===== src/rtl/mcu_pkg.sv =====
// mcu_pkg: shared definitions for the convolution memory-bank controller.
//   mode_e  : operating mode decoded from the {eop, sop} framing bits
//   clog2   : ceiling log2, usable in constant (parameter) expressions
//   bw_of   : index width for an N-entry ring, never narrower than 1 bit
package mcu_pkg;

    typedef enum logic [1:0] {
        MODE_LOAD    = 2'd0,
        MODE_PROC    = 2'd1,
        MODE_OUT     = 2'd2,
        MODE_ILLEGAL = 2'd3
    } mode_e;

    function automatic int clog2(input int v);
        int r;
        r = 0;
        for (int i = 0; i < 31; i++) begin
            if ((1 << i) < v) r = i + 1;
        end
        return r;
    endfunction

    function automatic int bw_of(input int n);
        return (clog2(n) < 1) ? 1 : clog2(n);
    endfunction

endpackage


===== src/rtl/mcu_bank_ctrl_if.sv =====
// mcu_bank_ctrl_if: framing inputs and bank-control outputs of mcu_bank_ctrl.
//   i_sop, i_eop : mode bits ({eop,sop}: 00 LOAD, 01 PROC, 10 OUT, 11 illegal)
//   i_chblk      : block-change strobe (level; rising edge is the event)
//   o_we         : per-bank write enable
//   o_mem_sel    : selected bank index
//   o_win_base   : first bank of the PROC window
//   o_state      : registered mode
//   o_substate   : addressing substate
//   o_blk_cnt    : blocks loaded since last PROC entry (saturating)
//   o_ready      : enough blocks loaded for a kernel window
//   o_err        : sticky illegal-mode flag
// Modports: master drives the framing inputs, slave is the controller.
interface mcu_bank_ctrl_if
    import mcu_pkg::*;
#(
    parameter int NB_BANK = 5,
    parameter int SUB     = 2
);
    localparam int BW = bw_of(NB_BANK);
    localparam int SW = bw_of(SUB);
    localparam int CW = clog2(NB_BANK + 1);

    logic               i_sop;
    logic               i_eop;
    logic               i_chblk;
    logic [NB_BANK-1:0] o_we;
    logic [BW-1:0]      o_mem_sel;
    logic [BW-1:0]      o_win_base;
    logic [1:0]         o_state;
    logic [SW-1:0]      o_substate;
    logic [CW-1:0]      o_blk_cnt;
    logic               o_ready;
    logic               o_err;

    modport master (
        output i_sop, i_eop, i_chblk,
        input  o_we, o_mem_sel, o_win_base, o_state, o_substate,
               o_blk_cnt, o_ready, o_err
    );

    modport slave (
        input  i_sop, i_eop, i_chblk,
        output o_we, o_mem_sel, o_win_base, o_state, o_substate,
               o_blk_cnt, o_ready, o_err
    );

endinterface


===== src/rtl/mcu_ring_ptr.sv =====
// mcu_ring_ptr: modulo-N index counter.
//   clk, rst : clock, synchronous active-high reset (idx=0, onehot=bit0)
//   en       : advance by step on this edge
//   step     : advance amount, 0..N (one bit wider than idx)
//   idx      : current index, 0..N-1
//   onehot   : registered one-hot decode of idx
module mcu_ring_ptr #(
    parameter int N = 5,
    parameter int W = 3
) (
    input  logic         clk,
    input  logic         rst,
    input  logic         en,
    input  logic [W:0]   step,
    output logic [W-1:0] idx,
    output logic [N-1:0] onehot
);

    logic [W:0]   sum;
    logic [W-1:0] idx_nxt;

    // The sum is formed one bit wider than the index so a power-of-two N
    // cannot overflow before the wrap compare.
    always_comb begin
        sum = {1'b0, idx} + step;
        if (sum >= (W+1)'(N)) begin
            idx_nxt = W'(sum - (W+1)'(N));
        end else begin
            idx_nxt = W'(sum);
        end
    end

    // Register stage: index and its one-hot image move together.
    always_ff @(posedge clk) begin
        if (rst) begin
            idx    <= '0;
            onehot <= N'(1);
        end else if (en) begin
            idx    <= idx_nxt;
            onehot <= N'(1) << idx_nxt;
        end
    end

endmodule


===== src/rtl/mcu_bank_ctrl.sv =====
// mcu_bank_ctrl: bank ring controller for the 2D convolution datapath.
// A ring of NB_KER + NB_SPARE line-buffer banks is loaded one bank per
// block, read NB_KER banks at a time in PROC, and drained in OUT.
//   clk : clock
//   rst : synchronous active-high reset
//   bus : mcu_bank_ctrl_if.slave (framing inputs, bank-control outputs)
// All outputs are derived from registered state: one cycle from inputs.
module mcu_bank_ctrl
    import mcu_pkg::*;
#(
    parameter int NB_KER   = 3,
    parameter int NB_SPARE = 2,
    parameter int STRIDE   = 2,
    parameter int SUB      = NB_KER / 2 + 1
) (
    input  logic           clk,
    input  logic           rst,
    mcu_bank_ctrl_if.slave bus
);

    localparam int NB_BANK = NB_KER + NB_SPARE;
    localparam int BW      = bw_of(NB_BANK);
    localparam int SW      = bw_of(SUB);
    localparam int CW      = clog2(NB_BANK + 1);

    mode_e              state, state_nxt, prev_state;
    logic               chblk_d;
    logic               entry, chblk_evt;
    logic               load_en, out_en, win_en;
    logic [BW-1:0]      load_idx, out_idx, win_base;
    logic [NB_BANK-1:0] load_oh;
    logic [NB_BANK-1:0] unused_out_oh, unused_win_oh;
    logic [SW-1:0]      substate;
    logic [CW-1:0]      blk_cnt;
    logic               err;
    logic [NB_BANK-1:0] we;
    logic [BW-1:0]      mem_sel;

    // NB_KER contiguous banks from base, wrapping round the ring. NB_KER is
    // strictly less than NB_BANK, so one subtraction completes the wrap.
    function automatic logic [NB_BANK-1:0] proc_mask(input logic [BW-1:0] base);
        logic [NB_BANK-1:0] m;
        logic [BW:0]        p;
        m = '0;
        for (int k = 0; k < NB_KER; k++) begin
            p = {1'b0, base} + (BW+1)'(k);
            if (p >= (BW+1)'(NB_BANK)) p = p - (BW+1)'(NB_BANK);
            m[p[BW-1:0]] = 1'b1;
        end
        return m;
    endfunction

    // A chblk edge landing on the first cycle of a new mode is dropped.
    assign entry     = (state != prev_state);
    assign chblk_evt = bus.i_chblk & ~chblk_d & ~entry;
    assign load_en   = (state == MODE_LOAD) && chblk_evt;
    assign out_en    = (state == MODE_OUT)  && chblk_evt;
    assign win_en    = (state == MODE_OUT)  && entry;

    mcu_ring_ptr #(.N(NB_BANK), .W(BW)) u_load_ptr (
        .clk    (clk),
        .rst    (rst),
        .en     (load_en),
        .step   ((BW+1)'(1)),
        .idx    (load_idx),
        .onehot (load_oh)
    );

    mcu_ring_ptr #(.N(NB_BANK), .W(BW)) u_out_ptr (
        .clk    (clk),
        .rst    (rst),
        .en     (out_en),
        .step   ((BW+1)'(1)),
        .idx    (out_idx),
        .onehot (unused_out_oh)
    );

    mcu_ring_ptr #(.N(NB_BANK), .W(BW)) u_win_ptr (
        .clk    (clk),
        .rst    (rst),
        .en     (win_en),
        .step   ((BW+1)'(STRIDE)),
        .idx    (win_base),
        .onehot (unused_win_oh)
    );

    // Register stage: mode, edge detector, counters and error flag.
    // During reset chblk_d captures the live strobe level, so a strobe held
    // high through reset is not mistaken for a fresh edge afterwards.
    always_ff @(posedge clk) begin
        if (rst) begin
            state      <= MODE_LOAD;
            prev_state <= MODE_LOAD;
            chblk_d    <= bus.i_chblk;
            substate   <= '0;
            blk_cnt    <= '0;
            err        <= 1'b0;
        end else begin
            state      <= state_nxt;
            prev_state <= state;
            chblk_d    <= bus.i_chblk;
            if (state_nxt == MODE_ILLEGAL) err <= 1'b1;
            if (win_en) begin
                substate <= (substate == SW'(SUB - 1)) ? '0 : substate + 1'b1;
            end
            if ((state == MODE_PROC) && entry) begin
                blk_cnt <= '0;
            end else if (load_en && (blk_cnt != CW'(NB_BANK))) begin
                blk_cnt <= blk_cnt + 1'b1;
            end
        end
    end

    always_comb begin
        state_nxt = mode_e'({bus.i_eop, bus.i_sop});
        we        = '0;
        mem_sel   = '0;
        case (state)
            MODE_LOAD: begin
                we      = load_oh;
                mem_sel = load_idx;
            end
            MODE_PROC: begin
                we      = proc_mask(win_base);
                mem_sel = win_base;
            end
            MODE_OUT: begin
                mem_sel = out_idx;
            end
            default: begin
            end
        endcase
    end

    assign bus.o_we       = we;
    assign bus.o_mem_sel  = mem_sel;
    assign bus.o_win_base = win_base;
    assign bus.o_state    = state;
    assign bus.o_substate = substate;
    assign bus.o_blk_cnt  = blk_cnt;
    assign bus.o_ready    = (blk_cnt >= CW'(NB_KER));
    assign bus.o_err      = err;

endmodule

===== src/flat_wrapper.sv =====
// flat-port wrapper written by rule: the top's interface ports become plain ports
module mcu_bank_ctrl_flat import mcu_pkg::*;
#(
    parameter int NB_KER   = 3,
    parameter int NB_SPARE = 2,
    parameter int STRIDE   = 2,
    parameter int SUB      = NB_KER / 2 + 1
)
  (clk, rst, bus_i_sop, bus_i_eop, bus_i_chblk, bus_o_we, bus_o_mem_sel, bus_o_win_base, bus_o_state, bus_o_substate, bus_o_blk_cnt, bus_o_ready, bus_o_err);
  mcu_bank_ctrl_if #(.SUB(SUB)) bus_i ();
  input  logic clk;
  input  logic rst;
  input wire logic [$bits(bus_i.i_sop)-1:0] bus_i_sop;
  input wire logic [$bits(bus_i.i_eop)-1:0] bus_i_eop;
  input wire logic [$bits(bus_i.i_chblk)-1:0] bus_i_chblk;
  output wire logic [$bits(bus_i.o_we)-1:0] bus_o_we;
  output wire logic [$bits(bus_i.o_mem_sel)-1:0] bus_o_mem_sel;
  output wire logic [$bits(bus_i.o_win_base)-1:0] bus_o_win_base;
  output wire logic [$bits(bus_i.o_state)-1:0] bus_o_state;
  output wire logic [$bits(bus_i.o_substate)-1:0] bus_o_substate;
  output wire logic [$bits(bus_i.o_blk_cnt)-1:0] bus_o_blk_cnt;
  output wire logic [$bits(bus_i.o_ready)-1:0] bus_o_ready;
  output wire logic [$bits(bus_i.o_err)-1:0] bus_o_err;
  assign bus_i.i_sop = bus_i_sop;
  assign bus_i.i_eop = bus_i_eop;
  assign bus_i.i_chblk = bus_i_chblk;
  assign bus_o_we = bus_i.o_we;
  assign bus_o_mem_sel = bus_i.o_mem_sel;
  assign bus_o_win_base = bus_i.o_win_base;
  assign bus_o_state = bus_i.o_state;
  assign bus_o_substate = bus_i.o_substate;
  assign bus_o_blk_cnt = bus_i.o_blk_cnt;
  assign bus_o_ready = bus_i.o_ready;
  assign bus_o_err = bus_i.o_err;
  mcu_bank_ctrl #(.NB_KER(NB_KER), .NB_SPARE(NB_SPARE), .STRIDE(STRIDE), .SUB(SUB)) u_core (.clk(clk), .rst(rst), .bus(bus_i));
endmodule

===== config.mk =====
export PLATFORM = sky130hd
export DESIGN_NAME = mcu_bank_ctrl_flat
export DESIGN_NICKNAME = d
export VERILOG_FILES = /design/src/rtl/mcu_pkg.sv /design/src/rtl/mcu_bank_ctrl_if.sv /design/src/rtl/mcu_ring_ptr.sv /design/src/rtl/mcu_bank_ctrl.sv /design/src/flat_wrapper.sv
export SDC_FILE = /design/constraint.sdc
export NUM_CORES = 1
export LEC_CHECK = 0
export CORE_UTILIZATION = 24
export DETAILED_ROUTE_END_ITERATION = 10
export DONT_BUFFER_PORTS = 1
export GPL_ROUTABILITY_DRIVEN = 0
export MAX_ROUTING_LAYER = met4
export SETUP_SLACK_MARGIN = 0.5
export SKIP_LAST_GASP = 1
export SYNTH_ARGS = -nofsm -noshare
export SYNTH_HDL_FRONTEND = slang
export SYNTH_SLANG_ARGS = --single-unit

===== constraint.sdc =====
create_clock -name clk -period 1.93 [get_ports clk]
set_input_delay 0 -clock clk [delete_from_list [all_inputs] [get_ports clk]]
set_output_delay 0 -clock clk [all_outputs]
set_load 0.02 [all_outputs]

Yosys cells after proc, flatten, opt, wreduce, memory -nomap -nowiden. Index checks and enable logic that the tools add are counted.

Memories: 0. Memory bits (writable): 0. Register bits: 24. Latch bits: 0. Output and inout port bits: 19. Bits in read-only memories: 0.

Multiply operators: 0. Eq/ne operators: 5. $add $sub $neg: 11. Shift-type cells: 1. Divide/modulo/power cells: 0. Multiplexer cells: 18. $lt $le $gt $ge: 12. Reductions and logical operators: 10. Bitwise logic cells: 6.

Operator list (number): $mux W3 (9); $ge A4 B3 Y1 const B (4); $sub A3 B3 Y3 const B (5); $add A3 B1 Y4 const B (3); $lt A3 B4 Y1 const B (3); $or A5 B5 Y5 (2); $pmux W5 S2 (1); $demux W1 S3 (3); $ge A3 B1 Y1 const B (3); $pmux W3 S3 (1); $logic_and A1 B1 Y1 (8); $shl A1 B3 Y5 const A (1); $add A3 B2 Y4 const B (1); $eq A2 B2 Y1 const B (2); $mux W1 (4); $add A3 B1 Y3 const B (1); $ge A3 B2 Y1 const B (1); $ge A3 B3 Y1 const B (1); $ne A3 B3 Y1 const B (1); $and A1 B1 Y1 (2); $eq A2 B1 Y1 const B (1); $logic_not A2 Y1 (1); $ne A2 B2 Y1 (1); $not A1 Y1 (2); 2 further kinds (2).

Longest topological paths before layout.
Word-level depth: 11. Mapped depth: 10. Mapped depth without buffers: 8.

Cells and area by module. A second synthesis with hierarchy kept.

Cells, all modules: 342. Area, all modules: 2874.0 um^2.

By module, submodules not included: mcu_ring_ptr (cells an instance 66, instances 3, area an instance 574.3 um^2); mcu_bank_ctrl (cells an instance 144, instances 1, area an instance 1151.1 um^2).

Worst setup path after synthesis. Ideal clock, no wire load.

Path kind: flip-flop to output port. Start: register u_core.u_win_ptr.idx[0]. End: output port bus_o_we[2]. Stages on the path, launching flop included: 10. Data arrival time: 2755 ps. Setup slack: -825 ps. Cell sequence: dfxtp_1 buf_4 inv_1 ha_1 inv_1 fa_1 or3b_1 o2111ai_1 a21oi_1 nor4_1.

Cells in the longest elaborated chain, start to end: 11. Elaborated cells between the ends (all ways): 32. Those cells by class: add/sub (5); order compare (9); mux (13); bitwise (2); reduce/logical (3).

RTL lines: start: declaration (RTL line mcu_ring_ptr.sv:15) `output logic [W-1:0] idx,`; start signal: assignment (RTL line mcu_ring_ptr.sv:39) `idx <= idx_nxt;`; $add A3 B1 Y4 (RTL line mcu_bank_ctrl.sv:46) `p = {1'b0, base} + (BW+1)'(k);`; $ge A4 B3 Y1 or $sub A3 B3 Y3 (tied branches) (RTL line mcu_bank_ctrl.sv:47) `if (p >= (BW+1)'(NB_BANK)) p = p - (BW+1)'(NB_BANK);`; $mux W3 (RTL line mcu_bank_ctrl.sv:47); $mux W3 (RTL line mcu_bank_ctrl.sv:118) `case (state)`; $lt A3 B4 Y1 (not written as such) or $ge A3 B1 Y1 (tied branches) (RTL line mcu_bank_ctrl.sv:48) `m[p[BW-1:0]] = 1'b1;`; $logic_and A1 B1 Y1 (not written as such) (RTL line mcu_bank_ctrl.sv:48); $mux W1 (not written as such) (RTL line mcu_bank_ctrl.sv:48); $demux W1 S3; $or A5 B5 Y5 (no source line); $or A5 B5 Y5 (no source line) (*); $pmux W5 S2 (*) (RTL line mcu_bank_ctrl.sv:118); end: declaration (RTL line flat_wrapper.sv:16) `output wire logic [$bits(bus_i.o_we)-1:0] bus_o_we;`.

Mark *: on every way between the ends. The rest lies on a longest branch, timed or not. The select of a mux whose other input is x is not followed.

Final worst setup path.
Start: register u_core.u_win_ptr.idx[0]. End: output port bus_o_we[3].

The elaborated chain is that of the path after synthesis.

==> results.toml <==
[drt]
ant_nets = 0
route.vias.total = 1864
drc_violation_count_after_routing = 0
detail_route.iter0.violations = 107
drt-pass1-iter-count = 4
wire_per_inst_um = 14.3
via_per_inst = 5.01
drt-total-wl_um = 5300

[critical_path]
critical_path.max_fanout = 2
arrival_ps = 2270
crit_chain = "inv_8 -> ha_4 -> inv_2 -> fa_2 -> or3b_4 -> nand3_2 -> nand3_2 -> a211oi_4 -> buf_6"
worstRegToRegCells = 9
timing_worst_setup_path_type = "flop to output pin"
cp.depth = 9
cpMostUsedCell = "nand3_2"
cp.buffers_inverters = 3
max_stage_delay_ps = 420
timing.critical_path.from_type = "flop"
standard_cell_with_the_maximum_stage_delay_on_the_critical_path = "fa_2"
setup.worst_path.end_class = "output pin"
required_ps = 1930
path_delay_family = "simple AND/OR/NAND/NOR gates"

[yosys]
ys.flop_type = "dfxtp_1"
syn_inst = 232
compound_gate_fraction_of_synth_area_pct = 25.9
netlist_top_cells_area = "dfxtp_1, ha_1, a21oi_1"
yosys_warnings = 0
yosys.cell_count.top_type = "dfxtp_1"
synth_fa_ha_area_share_pct = 9.66
synth_largest_type_area_fraction_pct = 25.4
ys_seq_elements = 24
yosys-mux-area-fraction_pct = 2.18
netlist_area_mm2 = 0.00189
post_synth_xor_area_fraction_pct = 3.70
yosysUniqueCellTypes = 63
yosys.area_share.simple_pct = 24.6
combinational_family_with_the_most_area_after_synthesis = "compound AO/OA/AOI/OAI gates"
synth_common_cells = "dfxtp_1, nor2_1, inv_1, a21oi_1, nand2_1"
asyncSetResetFlopFracSynth_pct = 0
seq_area_frac_synth_pct = 25.4
yosys.area.top_type = "dfxtp_1"
postSynthAreaPerCell_um2 = 8.15
synthesis.nets = 251
synth-edff-count = 0

[flow_run]
cap_violations = 0

[sta]
max_slew.worst_pin.slew_ps = 855
report.final.setup_viol = 5
final.setup.worst_slack_ps = -341
timing.final.crit_share_pct = 118
final.setup.tns_ps = -1190
fin_crit_period_ps = 2270
number_of_slew_limit_violations_in_the_final_report = 0
timing.final.hold_violations = 0
fmaxAchievable_ghz = 0.440
rsz_0062_raised_after_global_routing = "yes"
slew_headroom_pct = 43.0
skew_ps = 7.09

[outcome]
failed_checks = "setup timing"
result_of_the_run = "complete, but fails checks"

[power]
p_leak_uw = 0.000972
power_per_cell_area_mw_per_mm2 = 487
worst_case_vdd_ir_drop_uv = 230
p_total_uw = 1310

[place]
detailed_place_hpwl_um = 3880
port-buffer-count = 0

[final_layout]
multiInputGateArea_mm2 = 0.00151
final_layout_size_suffix_gt1_share_pct = 43.0
area.growth.synth_to_final_pct = 41.7
finalNetCount = 290
register_area_um2 = 514
layout.filler_cells = 803
num_antenna_cells = 0

[die]
fp-row-count = 32
die_h_um = 90.8
initial_core_util_pct = 24.6
die_area_mm2 = 0.00824
fp.dieW_um = 90.8
core_area_mm2 = 0.00769
design.portCount = 24

[clock_tree]
clk_pin_slew_worst_paths_ps = 90
number_of_clock_buffers_inserted_by_tritoncts = 3
cts_root_buf = "clkbuf_8"
tritoncts = "done"
cts_max_level = 1
clock_sinks = 24
max-clock-path-buffers = 2
clock_latency_of_the_later_clocked_register_in_the_worst_skew_pair_ps = 280

[grt]
grt_pass1_vias = 1873
grt_pass1_wl_um = 8940
grt.total_usage_pct = 13.6
grt_start_max_net_pins = 22
grt_antenna_before_repair = 0
grt-ovfl-total = 0

[min_path]
min_path_type = "primary input to flop"
min_path_cells = 3
==> path summary, 6_finish.rpt <==
| check | start | to | slack, ps |
|---|---|---|---|
| setup / recovery | u_core.u_win_ptr.idx[0] | bus_o_we[3] | -340 |
| hold / removal | bus_i_chblk | u_core.u_out_ptr.idx[1] | 70 |
| setup reg to reg | u_core.u_win_ptr.idx[0] | u_core.u_win_ptr.idx[2] | 120 |
| hold reg to reg | u_core.u_load_ptr.onehot[2] | u_core.u_load_ptr.onehot[2] | 480 |
==> area by class of cell <==
cell class / instances / share of cell area, %
clock buffers: 3 / 1.54
clock inverters: 1 / 0.140
inverters: 16 / 2.52
multi-input cells: 176 / 56.2
flip-flops and latches: 24 / 19.2
well taps: 102 / 4.76
repair buffers: 50 / 15.6
==> placed cells by master, fill, tap and decap left out, types with 3 or more instances in the layout <==
master         count
nand2b_1           4
ha_1               3
buf_4             41
ha_4               4
inv_1             11
nand3_2            4
inv_2              4
nand3b_1           6
dfxtp_2            6
nand2_1           14
mux2i_1            3
ha_2               6
dfxtp_4            7
a21oi_2            3
a21oi_1           12
o21ai_1            6
buf_6              3
nor2b_4            3
o211ai_1           4
clkbuf_8           3
a211oi_2           3
dfxtp_1           11
nor3_1             3
nor2b_1            5
xnor2_1            5
o21ai_0            7
dlygate4sd3_1      3
nor2_1            19
==> metal layers <==
layer  vias to the layer above  track usage, %  part of all wire, %
met3                        14            1.09                  2.3
met4                         0            6.35                  2.9
met5                         -               -                    0
met2                        28            21.9                   48
met1                       904            17.4                   47
li1                        918               -                    -
==> tightest hold or removal path: stages <==
cell	delay [ps]
nor3b_4	150
nand3_2	110
a2111oi_2	70
==> cell families after synthesis <==
| kind of cell | Yosys count |
|---|---|
| and+or+nand+nor | 81 |
| AOI/OAI and AO/OA | 69 |
| buffers and inverters | 32 |
| DFF | 24 |
| adders and majority gates | 14 |
| xor gates and xnor gates | 8 |
| muxes | 4 |
==> registers in the layout, indices dropped and copies added (netlist names) <==
register                  count
u_core.bus.o_state            2
u_core.prev_state             2
u_core.u_load_ptr.onehot      5
u_core.bus.o_substate         1
u_core.chblk_d                1
u_core.u_out_ptr.idx          3
u_core.bus.o_err              1
u_core.u_win_ptr.idx          3
u_core.bus.o_blk_cnt          3
u_core.u_load_ptr.idx         3
==> where the power goes <==
part / total [uW] / switching, uW / internal, uW
sequential: 547 / 35.6 / 511
combinational: 439 / 231 / 207
clock: 321 / 178 / 143
==> through the flow <==
step / util, % / instance area [um^2] / hold WS [ps] / cells / setup slack (ps)
floorplan: - / 2030 / 27.7 / 232 / -217
global placement: 30.1 / 2320 / 27.8 / 356 / -90.0
detailed placement: 30.1 / 2320 / 27.9 / 356 / -109
CTS: 32.7 / 2520 / 133 / 366 / -370
global route: 34.9 / 2680 / 83.5 / 372 / -432
finish: 34.9 / 2680 / 72.5 / 372 / -341
==> timing repair <==
item,CTS,global route
hold buffers,4,0
endpoints found under the setup margin,22,22
gates resized for setup,35,34
setup buffers,2,6
pin swaps,8,15
endpoints found under the hold margin,24,0
No activity file was read; power rests on OpenSTA's default activity.
